File: config.mk
export PLATFORM = sky130hd
export DESIGN_NAME = brev_block_ctrl
export DESIGN_NICKNAME = d
export VERILOG_FILES = /design/src/rtl/brev_block_ctrl.sv
export SDC_FILE = /design/constraint.sdc
export NUM_CORES = 1
export LEC_CHECK = 0
export ABC_AREA = 1
export CAP_MARGIN = 20
export CORE_MARGIN = 2
export CORE_UTILIZATION = 47
export CTS_CLUSTER_DIAMETER = 80
export DETAILED_ROUTE_END_ITERATION = 7
export PLACE_DENSITY = 0.72
export SLEW_MARGIN = 10
export SYNTH_ARGS = -nofsm -noshare
export SYNTH_HDL_FRONTEND = slang
export SYNTH_SLANG_ARGS = --single-unit
File: constraint.sdc
create_clock -name clk -period 2.8 [get_ports clk]
set_input_delay 0.56 -clock clk [delete_from_list [all_inputs] [get_ports clk]]
set_output_delay 0.56 -clock clk [all_outputs]
set_load 0.005 [all_outputs]
File: src/rtl/brev_block_ctrl.sv
// brev_block_ctrl: collects DEPTH words per block into a bank of registers and
// drains them through one shared combinational bit-reversal stage.
//   Mode 0 reverses the whole DEPTH*WIDTH-bit block.
//   Mode 1 reverses each word and keeps word order.
// Optional feature, macro BREVCTRL_PINGPONG_EN: two banks, so one bank fills
// while the other drains. Without it there is a single bank, and the fill side
// stalls for the whole drain.
module brev_block_ctrl #(
    parameter int WIDTH = 32,
    parameter int DEPTH = 4
) (
    input  logic             clk,
    input  logic             reset_n,
    input  logic             InValid,
    output logic             InReady,
    input  logic [WIDTH-1:0] InData,
    input  logic             InMode,
    output logic             OutValid,
    input  logic             OutReady,
    output logic [WIDTH-1:0] OutData,
    output logic             OutLast,
    input  logic             Flush,
    output logic             Busy
);

    localparam int AW = (DEPTH > 1) ? $clog2(DEPTH) : 1;
    localparam logic [AW-1:0] LAST_IDX = AW'(DEPTH - 1);

`ifdef BREVCTRL_PINGPONG_EN
    localparam int NB = 2;
    localparam int MW = AW + 1;
`else
    localparam int NB = 1;
    localparam int MW = AW;
`endif

    // Bank storage, flattened as {bank, index}. Data is never reset.
    logic [WIDTH-1:0] mem [NB*DEPTH];

    logic [NB-1:0] full;
    logic [NB-1:0] mode;
    logic [AW-1:0] wr_cnt;
    logic [AW-1:0] rd_cnt;
    logic [AW-1:0] rd_idx;
    logic [MW-1:0] wr_addr;
    logic [MW-1:0] rd_addr;
    logic          wr_full;
    logic          rd_full;
    logic          rd_mode;
    logic          in_fire;
    logic          out_fire;

`ifdef BREVCTRL_PINGPONG_EN
    logic wr_bank;
    logic rd_bank;

    assign wr_full = full[wr_bank];
    assign rd_full = full[rd_bank];
    assign rd_mode = mode[rd_bank];
    assign wr_addr = {wr_bank, wr_cnt};
    assign rd_addr = {rd_bank, rd_idx};
`else
    assign wr_full = full[0];
    assign rd_full = full[0];
    assign rd_mode = mode[0];
    assign wr_addr = wr_cnt;
    assign rd_addr = rd_idx;
`endif

    // Mirror a word end to end: bit i lands at bit WIDTH-1-i.
    function automatic logic [WIDTH-1:0] bit_rev(input logic [WIDTH-1:0] x);
        logic [WIDTH-1:0] r;
        r = '0;
        for (int i = 0; i < WIDTH; i++) begin
            r[WIDTH-1-i] = x[i];
        end
        return r;
    endfunction

    // Block reversal reads the entries from the top down. DEPTH is a power of
    // two, so DEPTH-1-rd_cnt is simply the bitwise complement of rd_cnt.
    assign rd_idx = rd_mode ? rd_cnt : ~rd_cnt;

    // A Flush cycle discards any handshake that would otherwise happen.
    assign in_fire  = InValid && !wr_full && !Flush;
    assign out_fire = OutReady && rd_full && !Flush;

    // Handshake outputs and the shared reversal stage; OutData is zero when idle.
    always_comb begin
        InReady  = !wr_full;
        OutValid = rd_full;
        OutLast  = rd_full && (rd_cnt == LAST_IDX);
        OutData  = rd_full ? bit_rev(mem[rd_addr]) : '0;
        Busy     = (|full) || (wr_cnt != '0);
    end

    // Counters, Full flags, per-bank mode and bank pointers.
    always_ff @(posedge clk or negedge reset_n) begin
        if (!reset_n) begin
            wr_cnt  <= '0;
            rd_cnt  <= '0;
            full    <= '0;
            mode    <= '0;
`ifdef BREVCTRL_PINGPONG_EN
            wr_bank <= 1'b0;
            rd_bank <= 1'b0;
`endif
        end else if (Flush) begin
            wr_cnt  <= '0;
            rd_cnt  <= '0;
            full    <= '0;
            mode    <= '0;
`ifdef BREVCTRL_PINGPONG_EN
            wr_bank <= 1'b0;
            rd_bank <= 1'b0;
`endif
        end else begin
            // Fill and drain never touch the same bank in one cycle: filling
            // needs that bank empty, draining needs it full.
            if (in_fire) begin
                wr_cnt <= wr_cnt + 1'b1;
`ifdef BREVCTRL_PINGPONG_EN
                if (wr_cnt == '0) begin
                    mode[wr_bank] <= InMode;
                end
                if (wr_cnt == LAST_IDX) begin
                    full[wr_bank] <= 1'b1;
                    wr_bank       <= ~wr_bank;
                end
`else
                if (wr_cnt == '0) begin
                    mode[0] <= InMode;
                end
                if (wr_cnt == LAST_IDX) begin
                    full[0] <= 1'b1;
                end
`endif
            end
            if (out_fire) begin
                rd_cnt <= rd_cnt + 1'b1;
                if (rd_cnt == LAST_IDX) begin
`ifdef BREVCTRL_PINGPONG_EN
                    full[rd_bank] <= 1'b0;
                    rd_bank       <= ~rd_bank;
`else
                    full[0] <= 1'b0;
`endif
                end
            end
        end
    end

    // Capture accepted input words into the current fill bank.
    always_ff @(posedge clk) begin
        if (in_fire) begin
            mem[wr_addr] <= InData;
        end
    end

endmodule

==> flow_metrics.py <==
metrics = {
    "global_route": {
        "grt_usage_pct": 21.6,
        "overflow": 0,
        "antenna_found_initial": 0,
        "first_global_vias": 4250,
        "grt_first_pass_wirelength_um": 21300,
        "grt_max_degree": 45,
    },
    "logic_synthesis": {
        "synth_cells": 535,
        "synthDistinctLibCells": 18,
        "synth_xor_area_share_pct": 0.296,
        "avgSynthCellArea_um2": 11.1,
        "synth_seq_cells": 134,
        "synth_edf_count": 128,
        "ys_async_sr_fraction_pct": 4.48,
        "muxShareOfSynthArea_pct": 0,
        "synth_fp_nets": 578,
        "synth_compound_area_share_pct": 3.42,
        "synthAdderAreaFrac_pct": 1.06,
        "synth_top_family_by_area": "simple AND/OR/NAND/NOR gates",
        "ys_seq_area_share_pct": 67.5,
        "ys.flop_type": "edfxtp_1",
        "synth-simple-area-share_pct": 18.4,
        "yosysWarnings": 0,
        "synth_area_um2": 5920,
    },
    "floorplanning": {
        "die_area_um2": 13500,
        "core_area_um2": 12200,
        "die_y_um": 116,
        "die-width_um": 116,
        "start_util_pct": 48.7,
        "ios": 74,
        "rows": 40,
    },
    "worst_setup_path": {
        "cp_data_required_time_ps": 2240,
        "critPathKind": "flip-flop to primary output",
        "startpoint_type": "flip-flop",
        "cp.arrival_ps": 2180,
        "critPathCaptureType": "primary output",
        "cp_max_fo": 19,
    },
    "clock_tree": {
        "hold_buffers": 0,
        "cts_inserted_buffers": 17,
        "clock-root-buffer": "clkbuf_16",
        "cts-htree-levels": 4,
        "cts_tree": "done",
        "insertion_delay_ps": 420,
        "cts_buffer_depth": 2,
        "clk_pin_slew_ps": 60,
        "numClockSinks": 134,
    },
    "worst_hold_path": {
        "hp-class": "primary input to asynchronous set/reset pin",
    },
    "drt": {
        "drc": 0,
        "detail-route-antenna-nets": 0,
        "drt_wl_total_um": 13800,
        "avgRoutedWirePerCell_um": 17.1,
        "num_vias": 4207,
        "via_per_inst": 5.23,
        "drt_iter0_drc": 402,
        "drtPass1Iterations": 5,
    },
    "sta": {
        "fmaxAchievable_mhz": 365,
        "finalSetupViolCount": 0,
        "worstMarginPinSlew_ps": 373,
        "period_minus_slack_ps": 2740,
        "slew_headroom_pct": 75.1,
        "rsz0062_at_grt": "yes",
        "period_share_pct": 98.0,
        "hold_viol": 0,
        "skew_ps": 5.09,
        "finalMaxSlewViolations": 0,
    },
    "power_and_ir_drop": {
        "p_leak_uw": 0.00352,
        "finalPower_uw": 5270,
        "powerDensity_nw_per_um2": 670,
        "peakVddDrop_mv": 0.530,
    },
    "final_layout": {
        "seq_area_um2": 4000,
        "nets": 666,
        "layout-drive-gt1-share_pct": 12.7,
        "n_fill_cell": 916,
        "syn_to_final_growth_pct": 33.0,
        "multi_input_area_um2": 1500,
        "layoutNonFillerInstCount": 804,
        "n_antenna_cell": 0,
    },
    "place": {
        "dp.cells": 765,
        "gp_congestion": 0.758,
        "numPortBuffers": 73,
        "hpwl_um": 7710,
    },
    "status": {
        "status": "finished clean",
    },
    "run": {
        "cap_violations": 0,
    },
}
## routing by layer
| metal | GRT usage (%) | up-vias | routed length (um) |
|---|---|---|---|
| li1 | - | 2001 | - |
| met1 | 26.1 | 2024 | 5520 |
| met2 | 36.7 | 172 | 7180 |
| met3 | 5.92 | 10 | 957 |
| met4 | 9.21 | 0 | 131 |
| met5 | 0 | - | 0 |
## cell usage in the layout (no fill, tap or decap), types with 4 or more instances in the layout
cell             Yosys  routed
dfrtp_1              6       5
o21ai_0              7       7
buf_4                3      13
nand2_1             47      44
inv_1              107     105
nand3_1            130     129
clkinv_1             1       4
nor2_4               0       4
buf_6                0       6
clkdlybuf4s50_1      0      44
clkbuf_16            0      17
bufinv_16            0       5
a21oi_1             32      20
a21oi_2              0      12
edfxtp_1           128     128
nand3b_1            32      32
buf_12               0       8
ha_1                 5       5
dlygate4sd2_1        0      10
dlymetal6s2s_1       0      19
## synth_stat cells (3+ instances only)
master	n	share of area (%)
nand3_1	130	11
edfxtp_1	128	65
inv_1	107	6.8
nand2_1	47	3.0
a21oi_1	32	2.7
nand3b_1	32	4.1
buf_2	15	1.3
buf_1	7	0.44
clkbuf_1	7	0.44
o21ai_0	7	0.59
dfrtp_1	6	2.5
ha_1	5	1.1
nor2_1	5	0.32
buf_4	3	0.38
## critical path, cell delays in order (launching register included)
cell and delay [ps]:
dfrtp_1 420, buf_4 160, nand2_4 100, nand2_2 120, buf_12 180, nand2_1 60, nand3_1 70, a21oi_2 140
clkdlybuf4s50_1 520
## cell type report
cell class	instances	area share, %
clock buffers	18	5.45
multi-input cells	261	19.1
flip-flops and latches	134	50.8
repair buffers	101	14.2
clock inverters	14	2.62
well taps	168	2.67
inverters	108	5.15
## registers in the layout, summed over array words and instances (netlist names)
register,count
OutValid,1
mem,128
mode,1
rd_cnt,2
wr_addr,2
## through the flow
step / utilization, % / worst slack (ps) / hold slack, ps / area, um^2 / TNS, ps
after floorplan: - / 124 / 264 / 5920 / 0
after global placement: 57.4 / 379 / 554 / 6980 / 0
after detailed placement: 57.4 / 329 / 560 / 6980 / 0
after CTS: 63.6 / 0.772 / 378 / 7730 / 0
after global routing: 64.7 / -62.5 / 389 / 7870 / -170
final: 64.7 / 57.3 / 394 / 7870 / 0
## worst paths after layout
check	from	end	slack, ps	cells after the start
worst min-delay path	reset_n	wr_addr[0]	390	1
min in group clk	OutValid	OutValid	570	1
worst max register to register	OutValid	mem[0][14]	820	7
max in group asynchronous	reset_n	rd_cnt[1]	2160	1
worst min register to register	OutValid	OutValid	570	1
worst max-delay path	rd_cnt[0]	OutData[9]	60	8
## where the power goes
group          switching, uW  internal (uW)  leakage [uW]
sequential              15.7           2260       0.00124
combinational            372            242       0.00198
clock                    811           1570      0.000299
## kinds of logic (layout without fill, tap and decap cells)
family          count (synthesis)  in the layout
fa+ha+maj                       5              5
xor+xnor                        2              2
flops                         134            134
buf+inv                       140            241
simple gates                  214            214
compound gates                 40             40
## what timing repair did
action | 4_1_cts | 5_1_grt
pin swaps | 1 | 3
gates resized for setup | 29 | 38
setup endpoints to repair | 32 | 22
cloned | 1 | 1
setup buffers | 3 | 2
Note: power is estimated with default switching activity, not from simulation.
